===== src/rtl/debug_uart_tx_sched_if.sv =====
// Write-side bus of the debug UART transmit scheduler: core write strobe,
// flush, and the status readback (level/full/overflow/busy).
interface debug_uart_tx_sched_if #(
  parameter int DEPTH_LOG2 = 3
) ();
  logic                  wr_en;
  logic [7:0]            wr_data;
  logic                  flush;
  logic [DEPTH_LOG2:0]   level;
  logic                  full;
  logic                  overflow;
  logic                  busy;

  modport master (
    output wr_en, wr_data, flush,
    input  level, full, overflow, busy
  );

  modport slave (
    input  wr_en, wr_data, flush,
    output level, full, overflow, busy
  );
endinterface


===== src/rtl/debug_uart_tx_sched.sv =====
// Debug UART transmit scheduler: queues bytes in a small FIFO and launches
// each one exactly once into uart_tx, sequencing uart_tx_en against
// uart_tx_busy.
// Optional build macro DEBUG_UART_TX_BLOCKING_EN: adds the stall output and
// holds full writes instead of dropping them (overflow then never sets).
//
// state      | meaning
// IDLE       | waiting for a queued byte and uart_tx idle
// LAUNCH     | uart_tx_en pulse for the byte just popped
// WAIT_START | waiting for uart_tx_busy to rise, bounded by START_TIMEOUT
// WAIT_DONE  | byte in flight, waiting for uart_tx_busy to fall
module debug_uart_tx_sched #(
  parameter int DEPTH_LOG2    = 3,
  parameter int START_TIMEOUT = 3
) (
  input  logic                        clk,
  input  logic                        rst_n,
  debug_uart_tx_sched_if.slave        bus,
  input  logic                        uart_tx_busy,
  output logic                        uart_tx_en,
  output logic [7:0]                  uart_tx_data
`ifdef DEBUG_UART_TX_BLOCKING_EN
  ,
  output logic                        stall
`endif
);

  localparam int DEPTH = 1 << DEPTH_LOG2;
  localparam int TW    = (START_TIMEOUT > 1) ? $clog2(START_TIMEOUT) : 1;

  typedef enum logic [1:0] {IDLE, LAUNCH, WAIT_START, WAIT_DONE} state_t;

  state_t                state_q, state_d;
  logic [TW-1:0]         tmo_q, tmo_d;
  logic [7:0]            mem [DEPTH];
  logic [DEPTH_LOG2-1:0] wr_ptr_q, rd_ptr_q;
  logic [DEPTH_LOG2:0]   level_q;
  logic                  overflow_q;
  logic [7:0]            data_q;
  logic                  full;
  logic                  push;
  logic                  pop;
  logic                  overflow_set;

  assign full = (level_q == (DEPTH_LOG2 + 1)'(DEPTH));
  // A pop in the same cycle frees a slot, so a write into a full FIFO can still land.
  assign push = bus.wr_en && !bus.flush && (!full || pop);

`ifdef DEBUG_UART_TX_BLOCKING_EN
  assign stall        = bus.wr_en && full && !pop;
  assign overflow_set = 1'b0;
`else
  assign overflow_set = bus.wr_en && !bus.flush && full && !pop;
`endif

  // FSM state and start-timeout down-counter registers.
  always_ff @(posedge clk or negedge rst_n) begin
    if (!rst_n) begin
      state_q <= IDLE;
      tmo_q   <= '0;
    end else begin
      state_q <= state_d;
      tmo_q   <= tmo_d;
    end
  end

  // Next-state, pop decision and launch pulse.
  always_comb begin
    state_d    = state_q;
    tmo_d      = tmo_q;
    pop        = 1'b0;
    uart_tx_en = 1'b0;
    case (state_q)
      IDLE: begin
        // A flush in the same cycle wins: nothing is launched from a FIFO being cleared.
        if (level_q != '0 && !uart_tx_busy && !bus.flush) begin
          pop     = 1'b1;
          state_d = LAUNCH;
        end
      end
      LAUNCH: begin
        uart_tx_en = 1'b1;
        tmo_d      = TW'(START_TIMEOUT - 1);
        state_d    = WAIT_START;
      end
      WAIT_START: begin
        if (uart_tx_busy) begin
          state_d = WAIT_DONE;
        end else if (tmo_q == '0) begin
          state_d = IDLE;
        end else begin
          tmo_d = tmo_q - 1'b1;
        end
      end
      WAIT_DONE: begin
        if (!uart_tx_busy) begin
          state_d = IDLE;
        end
      end
      default: state_d = IDLE;
    endcase
  end

  // FIFO storage; contents need no reset since level gates every read.
  always_ff @(posedge clk) begin
    if (push) begin
      mem[wr_ptr_q] <= bus.wr_data;
    end
  end

  // Pointers, occupancy, sticky overflow and the launched-byte register.
  always_ff @(posedge clk or negedge rst_n) begin
    if (!rst_n) begin
      wr_ptr_q   <= '0;
      rd_ptr_q   <= '0;
      level_q    <= '0;
      overflow_q <= 1'b0;
      data_q     <= '0;
    end else begin
      if (pop) begin
        data_q <= mem[rd_ptr_q];
      end
      if (bus.flush) begin
        wr_ptr_q   <= '0;
        rd_ptr_q   <= '0;
        level_q    <= '0;
        overflow_q <= 1'b0;
      end else begin
        if (push) wr_ptr_q <= wr_ptr_q + 1'b1;
        if (pop)  rd_ptr_q <= rd_ptr_q + 1'b1;
        if (push && !pop)      level_q <= level_q + 1'b1;
        else if (pop && !push) level_q <= level_q - 1'b1;
        if (overflow_set) overflow_q <= 1'b1;
      end
    end
  end

  assign uart_tx_data = data_q;
  assign bus.level    = level_q;
  assign bus.full     = full;
  assign bus.overflow = overflow_q;
  assign bus.busy     = (level_q != '0) || (state_q != IDLE) || uart_tx_busy;

endmodule


===== src/flat_wrapper.sv =====
// flat-port wrapper written by rule: the top's interface ports become plain ports
module debug_uart_tx_sched_flat 
#(
  parameter int DEPTH_LOG2    = 3,
  parameter int START_TIMEOUT = 3
)
  (clk, rst_n, uart_tx_busy, uart_tx_en, uart_tx_data, bus_wr_en, bus_wr_data, bus_flush, bus_level, bus_full, bus_overflow, bus_busy);
  debug_uart_tx_sched_if #(.DEPTH_LOG2(DEPTH_LOG2)) bus_i ();
  input  logic clk;
  input  logic rst_n;
  input  logic uart_tx_busy;
  output logic uart_tx_en;
  output logic [7:0] uart_tx_data;
  input wire logic [$bits(bus_i.wr_en)-1:0] bus_wr_en;
  input wire logic [$bits(bus_i.wr_data)-1:0] bus_wr_data;
  input wire logic [$bits(bus_i.flush)-1:0] bus_flush;
  output wire logic [$bits(bus_i.level)-1:0] bus_level;
  output wire logic [$bits(bus_i.full)-1:0] bus_full;
  output wire logic [$bits(bus_i.overflow)-1:0] bus_overflow;
  output wire logic [$bits(bus_i.busy)-1:0] bus_busy;
  assign bus_i.wr_en = bus_wr_en;
  assign bus_i.wr_data = bus_wr_data;
  assign bus_i.flush = bus_flush;
  assign bus_level = bus_i.level;
  assign bus_full = bus_i.full;
  assign bus_overflow = bus_i.overflow;
  assign bus_busy = bus_i.busy;
  debug_uart_tx_sched #(.DEPTH_LOG2(DEPTH_LOG2), .START_TIMEOUT(START_TIMEOUT)) u_core (.clk(clk), .rst_n(rst_n), .bus(bus_i), .uart_tx_busy(uart_tx_busy), .uart_tx_en(uart_tx_en), .uart_tx_data(uart_tx_data));
endmodule

===== config.mk =====
export PLATFORM = sky130hd
export DESIGN_NAME = debug_uart_tx_sched_flat
export DESIGN_NICKNAME = d
export VERILOG_FILES = /design/src/rtl/debug_uart_tx_sched_if.sv /design/src/rtl/debug_uart_tx_sched.sv /design/src/flat_wrapper.sv
export SDC_FILE = /design/constraint.sdc
export NUM_CORES = 1
export LEC_CHECK = 0
export BUFFER_PORTS_ARGS = -buffer_cell sky130_fd_sc_hd__buf_2
export CORE_ASPECT_RATIO = 0.8
export CORE_MARGIN = 1.5
export CORE_UTILIZATION = 55
export DETAILED_ROUTE_END_ITERATION = 16
export PLACE_DENSITY = 0.74
export SYNTH_ARGS = -nofsm -noshare
export SYNTH_HDL_FRONTEND = slang
export SYNTH_SLANG_ARGS = --single-unit

===== constraint.sdc =====
create_clock -name clk -period 3.1 [get_ports clk]
set_input_delay 0 -clock clk [delete_from_list [all_inputs] [get_ports clk]]
set_output_delay 0 -clock clk [all_outputs]
set_load 0.005 [all_outputs]

======== After elaboration in Yosys (flattened, before gate mapping) ========
Memories as Yosys holds them, arrays and structs flattened. A register that Yosys moved wholly into a read port is not among the register bits.
Cells that the tools add are included.
operators by class
  $add $sub $neg .......................... 5
  equality and inequality tests ........... 9
  multiplexer cells ....................... 22
  reductions and logical operators ........ 28
operators by type and width
  cell                 number
  $mux 2               6
  $mux 3               4
  $mux 4               3
  $reduce_bool 2->1    5
  $logic_and 1x1->1    8
  $pmux 2 s4           1
  $mux 1               7
  $add 3x1->3 const B  2
  $logic_not 1->1      6
  $ne 2x2->1 const B   3
  $reduce_and 3->1     2
  $add 4x1->4 const B  1
  $eq 2x2->1 const B   2
  $eq 4x4->1 const B   1
  $logic_not 2->1      2
  $pmux 2 s2           1
  $reduce_bool 4->1    1
  $sub 4x1->4 const B  1
  $logic_or 1x1->1     3
  $ne 3x2->1 const B   1
  $reduce_bool 3->1    1
  $eq 2x1->1 const B   1
  $ne 2x1->1 const B   1
  $sub 2x1->2 const B  1
storage, ports and cells
  flip-flop bits (word level) ............. 15
  RAM bits ................................ 64
  output and inout bits ................... 16
  word-level logic and storage cells ...... 71
  memories kept ........................... 1
memory list
  name        words  bits a word  read ports  clocked after Yosys merged registers in  wr ports  RTL line                   source
  u_core.mem  8      8            1           1                                        1         debug_uart_tx_sched.sv:35  logic [7:0] mem [DEPTH];

======== Depth between registers and ports, before layout ========
  depth after elaboration ................. 12
  gate-level depth with buffers ........... 9
  mapped depth without buffers ............ 8

======== Worst setup path before layout ========
No wires, ideal clock.
  path kind ............................... reg-to-reg
  from .................................... reg u_core.level_q[0], in the netlist u_core.bus.level[0]
  to ...................................... reg u_core.level_q[3], in the netlist u_core.bus.level[3]
  setup time .............................. 0.136 ns
  data arrival time ....................... 2.591 ns
  slack ................................... 0.372 ns
  cell stages (with the launch flop) ...... 10
  buffers on the path ..................... 1
  clock period less this slack ............ 2.728 ns
  path through ............................ dfrtp_1 buf_6 nor4_1 nor2_1 or4_1 ha_1 a21oi_1 a2111oi_0 a311oi_1 a21oi_1
on the way
  word-level cells in the longest chain between the ends .. 10
RTL lines
  element                                               RTL line                                                source
  start, declared                                       debug_uart_tx_sched.sv:37                               logic [DEPTH_LOG2:0] level_q;
  start signal, assigned                                debug_uart_tx_sched.sv:131                              if (push && !pop) level_q <= level_q + 1'b1;
  start signal, assigned                                debug_uart_tx_sched.sv:132                              else if (pop && !push) level_q <= level_q - 1'b1;
  $reduce_bool 4->1                                     debug_uart_tx_sched.sv:76                               if (level_q != '0 && !uart_tx_busy && !bus.flush) begin
  $logic_and 1x1->1 (2 in series)                       debug_uart_tx_sched.sv:76
  $mux 1                                                debug_uart_tx_sched.sv:76
  $mux 1                                                debug_uart_tx_sched.sv:73                               case (state_q)
  $logic_or 1x1->1                                      debug_uart_tx_sched.sv:47                               assign push = bus.wr_en && !bus.flush && (!full || pop);
  $logic_and 1x1->1                                     debug_uart_tx_sched.sv:47
  $logic_and 1x1->1 or $logic_not 1->1 (tied branches)  debug_uart_tx_sched.sv:131, debug_uart_tx_sched.sv:132
  $mux 4 or $logic_and 1x1->1 (tied branches)           debug_uart_tx_sched.sv:131, debug_uart_tx_sched.sv:132
  $mux 4 or $reduce_bool 3->1 (tied branches)           -
Parallel ways exist; a longest one is shown, timed or not. The select of a mux whose other input is x is not followed.
A chain may end at the register's enable or synchronous reset.

======== Worst setup path in the final report ========
  from .................................... reg u_core.level_q[1], in the netlist u_core.bus.level[1]
  to ...................................... reg u_core.level_q[3], in the netlist u_core.bus.level[3]
Same word-level chain as after synthesis.

==> metrics.md <==
| Metric | Value |
|---|---|
| Gr usage total | `21.1%` |
| Worst reg2reg path endpoint | `u_core.bus.level[3]$_DFFE_PN0P_` |
| Detailed Route WL | `6620 um` |
| 1st-iter DRT viols | `121` |
| R2r worst-path depth | `8` |
| Vias in the first global route | `2015` |
| Initial Util | `57.0%` |
| Fillers | `434` |
| Number of buffers created by CTS | `9` |
| Total grt overflow | `0` |
| Period utilization | `92.8%` |
| Achievable frequency | `347 MHz` |
| IO Port Bufs | `28` |
| Register area share after synthesis | `68.4%` |
| Worst-path clk slew | `0.08 ns` |
| Fin cells | `369` |
| EDFF count, synth | `64` |
| PD cells | `704 nW/um^2` |
| Pin count of the biggest net entering global routing | `24` |
| Max-cap violation count | `0` |
| Layout Nets | `299` |
| HP Class | `primary input to async pin` |
| Initial DRT Pass Iterations | `4` |
| Wire per inst | `17.9 um` |
| Commonest cells post-synth | `64 x edfxtp_1, 23 x dfrtp_1, 19 x nor2_1, 16 x mux4_2, 13 x nand2_1` |
| Post-DR vias/cell | `5.53` |
| Gpl congestion | `0.826` |
| Worst setup path startpoint | `u_core.bus.level[1]$_DFFE_PN0P_` |
| Post-synth top area share | `52.6%` |
| Final setup vio count | `0` |
| Clock network latency to the later pin of the worst-skew pair | `0.34 ns` |
| Yosys warns | `0` |
| Register bit count reported by yosys | `87` |
| CP Max Fanout | `9` |
| Antenna Nets Post-Route | `0` |
| Hold_ws | `0.176 ns` |
| Critical Path Sink | `u_core.bus.level[3]$_DFFE_PN0P_` |
| Yosys top cell by area | `edfxtp_1` |
| DRC viols | `0` |
| Setup tns final | `0 ns` |
| H-Tree Level Count | `3` |
| Post-Place Cells | `341` |
| FP Rows | `26` |
| Full die area | `7140 sq um` |
| Final min period | `2.88 ns` |
| Slew @ Worst Pin | `0.832 ns` |
| Overall power | `0.00298 W` |
| Deepest clock path buffer count | `2` |
| Peak VDD IR | `0.379 mV` |
| Core Util, Final | `65.9%` |
| DP HPWL | `4380 um` |
| Synth area leaders | `edfxtp_1 53%, dfrtp_1 16%, mux4_2 9.9%, mux2i_1 2.5%, nor2_1 2.0%` |
| Diode count | `0` |
| Die H | `75.9 um` |
| CTS tree | `yes` |
| WP data arrival | `3.15 ns` |
| Rel. slew slack | `44.6%` |
| Synth Flop Type | `edfxtp_1` |
| Mapped Cells | `227` |
| Clk_skew | `0.00790 ns` |
| Core Area | `6410 sq um` |
| Via count | `2039` |
| Flop-to-flop setup slack | `0.22 ns` |
| Status | `finished, final reports clean` |
| Most frequent cell after synthesis | `edfxtp_1` |
| Top Ports | `29` |
| Setup Buffers After CTS | `0` |
| Fraction of layout cells with a size suffix above 1 | `27.0%` |
| Initial antenna violation count | `0` |
| CP Launch Type | `flip-flop` |
| Clock sink count | `87` |
| CTS root buffer | `clkbuf_8` |
| Leakage | `1.56 nW` |
| Data required, critical path | `3.37 ns` |
| Critical path type | `flip-flop to flip-flop` |
| Cell variety after synth | `41` |
| Area Growth Syn to Fin | `15.7%` |
| Endpoints failing hold | `0` |
| Global-route wire length before repair | `10500 um` |
| Async S/R FF share, synth | `26.4%` |
| Post-synthesis net count | `246` |
| Fin. max-slew vios | `0` |
| R2r startpoint | `u_core.bus.level[1]$_DFFE_PN0P_` |
| Critical Path End Type | `flip-flop` |
| Synth Cell Area | `3650 sq um` |
| Avg Inst Size Synth | `16.1 sq um` |
| Chip width | `94.1 um` |
placed cells by master, fill, tap and decap left out, types with 4 or more instances in the layout:
master,count
buf_2,28
buf_4,12
clkbuf_8,9
dfrtp_1,23
dlygate4sd3_1,12
edfxtp_1,64
ha_1,5
inv_1,6
mux2i_1,9
mux4_2,16
nand2_1,13
nand3_1,5
nor2_1,19
o21ai_0,4
o21ai_1,10
xor2_1,4
critical path, cell delays in order (launching register included):
cell and delay, ns:
dfrtp_1 0.47, nor4_2 0.34, nor2_1 0.11, or4_1 0.57
ha_1 0.40, nand3_1 0.18, a2111oi_1 0.45, a311oi_1 0.12
a21oi_1 0.16
flip-flops by register name, summed over array words and instances (netlist names):
name                 count
u_core.bus.level         4
u_core.rd_ptr_q          3
u_core.uart_tx_data      8
u_core.mem              64
u_core.bus.overflow      1
u_core.wr_ptr_q          3
u_core.state_q           2
u_core.tmo_q             2
worst min-delay path by stage:
stage,start,slack (ns),to,cells past startpoint
finish,rst_n,0.18,u_core.bus.level[0]$_DFFE_PN0P_,2
global route,rst_n,0.23,u_core.uart_tx_data[4]$_DFFE_PN0N_,2
CTS,rst_n,0.19,u_core.uart_tx_data[4]$_DFFE_PN0N_,2
detailed placement,rst_n,0.04,u_core.bus.level[1]$_DFFE_PN0P_,1
global placement,rst_n,0.03,u_core.bus.level[2]$_DFFE_PN0P_,1
floorplan,rst_n,-0.30,u_core.bus.level[0]$_DFFE_PN0P_,0
cell type report:
type	instances	area [sq um]	area share, %
sequential	87	2500	59.1
multi-input combinational	122	1080	25.5
timing repair buffer	52	350	8.29
clock buffer	11	131	3.11
tap	84	105	2.49
clock inverter	5	32.5	0.770
inverter	8	30.0	0.711
repair_timing:
action | 4_1_cts | 5_1_grt
hold buffers | 12 | 0
endpoints found under the hold margin | 92 | 0
setup endpoints to repair | 0 | 1
gates resized for setup | 0 | 3
per-layer routing:
metal / vias up / GRT usage [%] / share of wire, %
li1: 976 / - / -
met2: 55 / 31.6 / 46
met5: - / 0 / 0
met3: 7 / 6.59 / 5.2
met1: 1001 / 29.6 / 47
met4: 0 / 7.96 / 1.5
kinds of logic after synthesis:
logic type	share of synthesized area, %
simple gates	7.40
mux	13.7
xor+xnor	1.20
fa+ha+maj	2.26
compound gates	4.69
buf+inv	2.40
flops	68.4
where the power goes:
group          total, W  internal, W  switching, W
combinational  0.000796     0.000397      0.000398
clock          0.000664     0.000290      0.000374
sequential      0.00152      0.00138      0.000135
total           0.00298      0.00207      0.000907
stage by stage:
step                      worst slack (ns)  cell area [sq um]
final                                0.222               4230
after global placement               0.351               3930
after detailed placement             0.190               3930
after floorplan                      0.372               3650
after CTS                            0.155               4210
after global routing               -0.0233               4230
No activity file was read; power rests on OpenSTA's default activity.
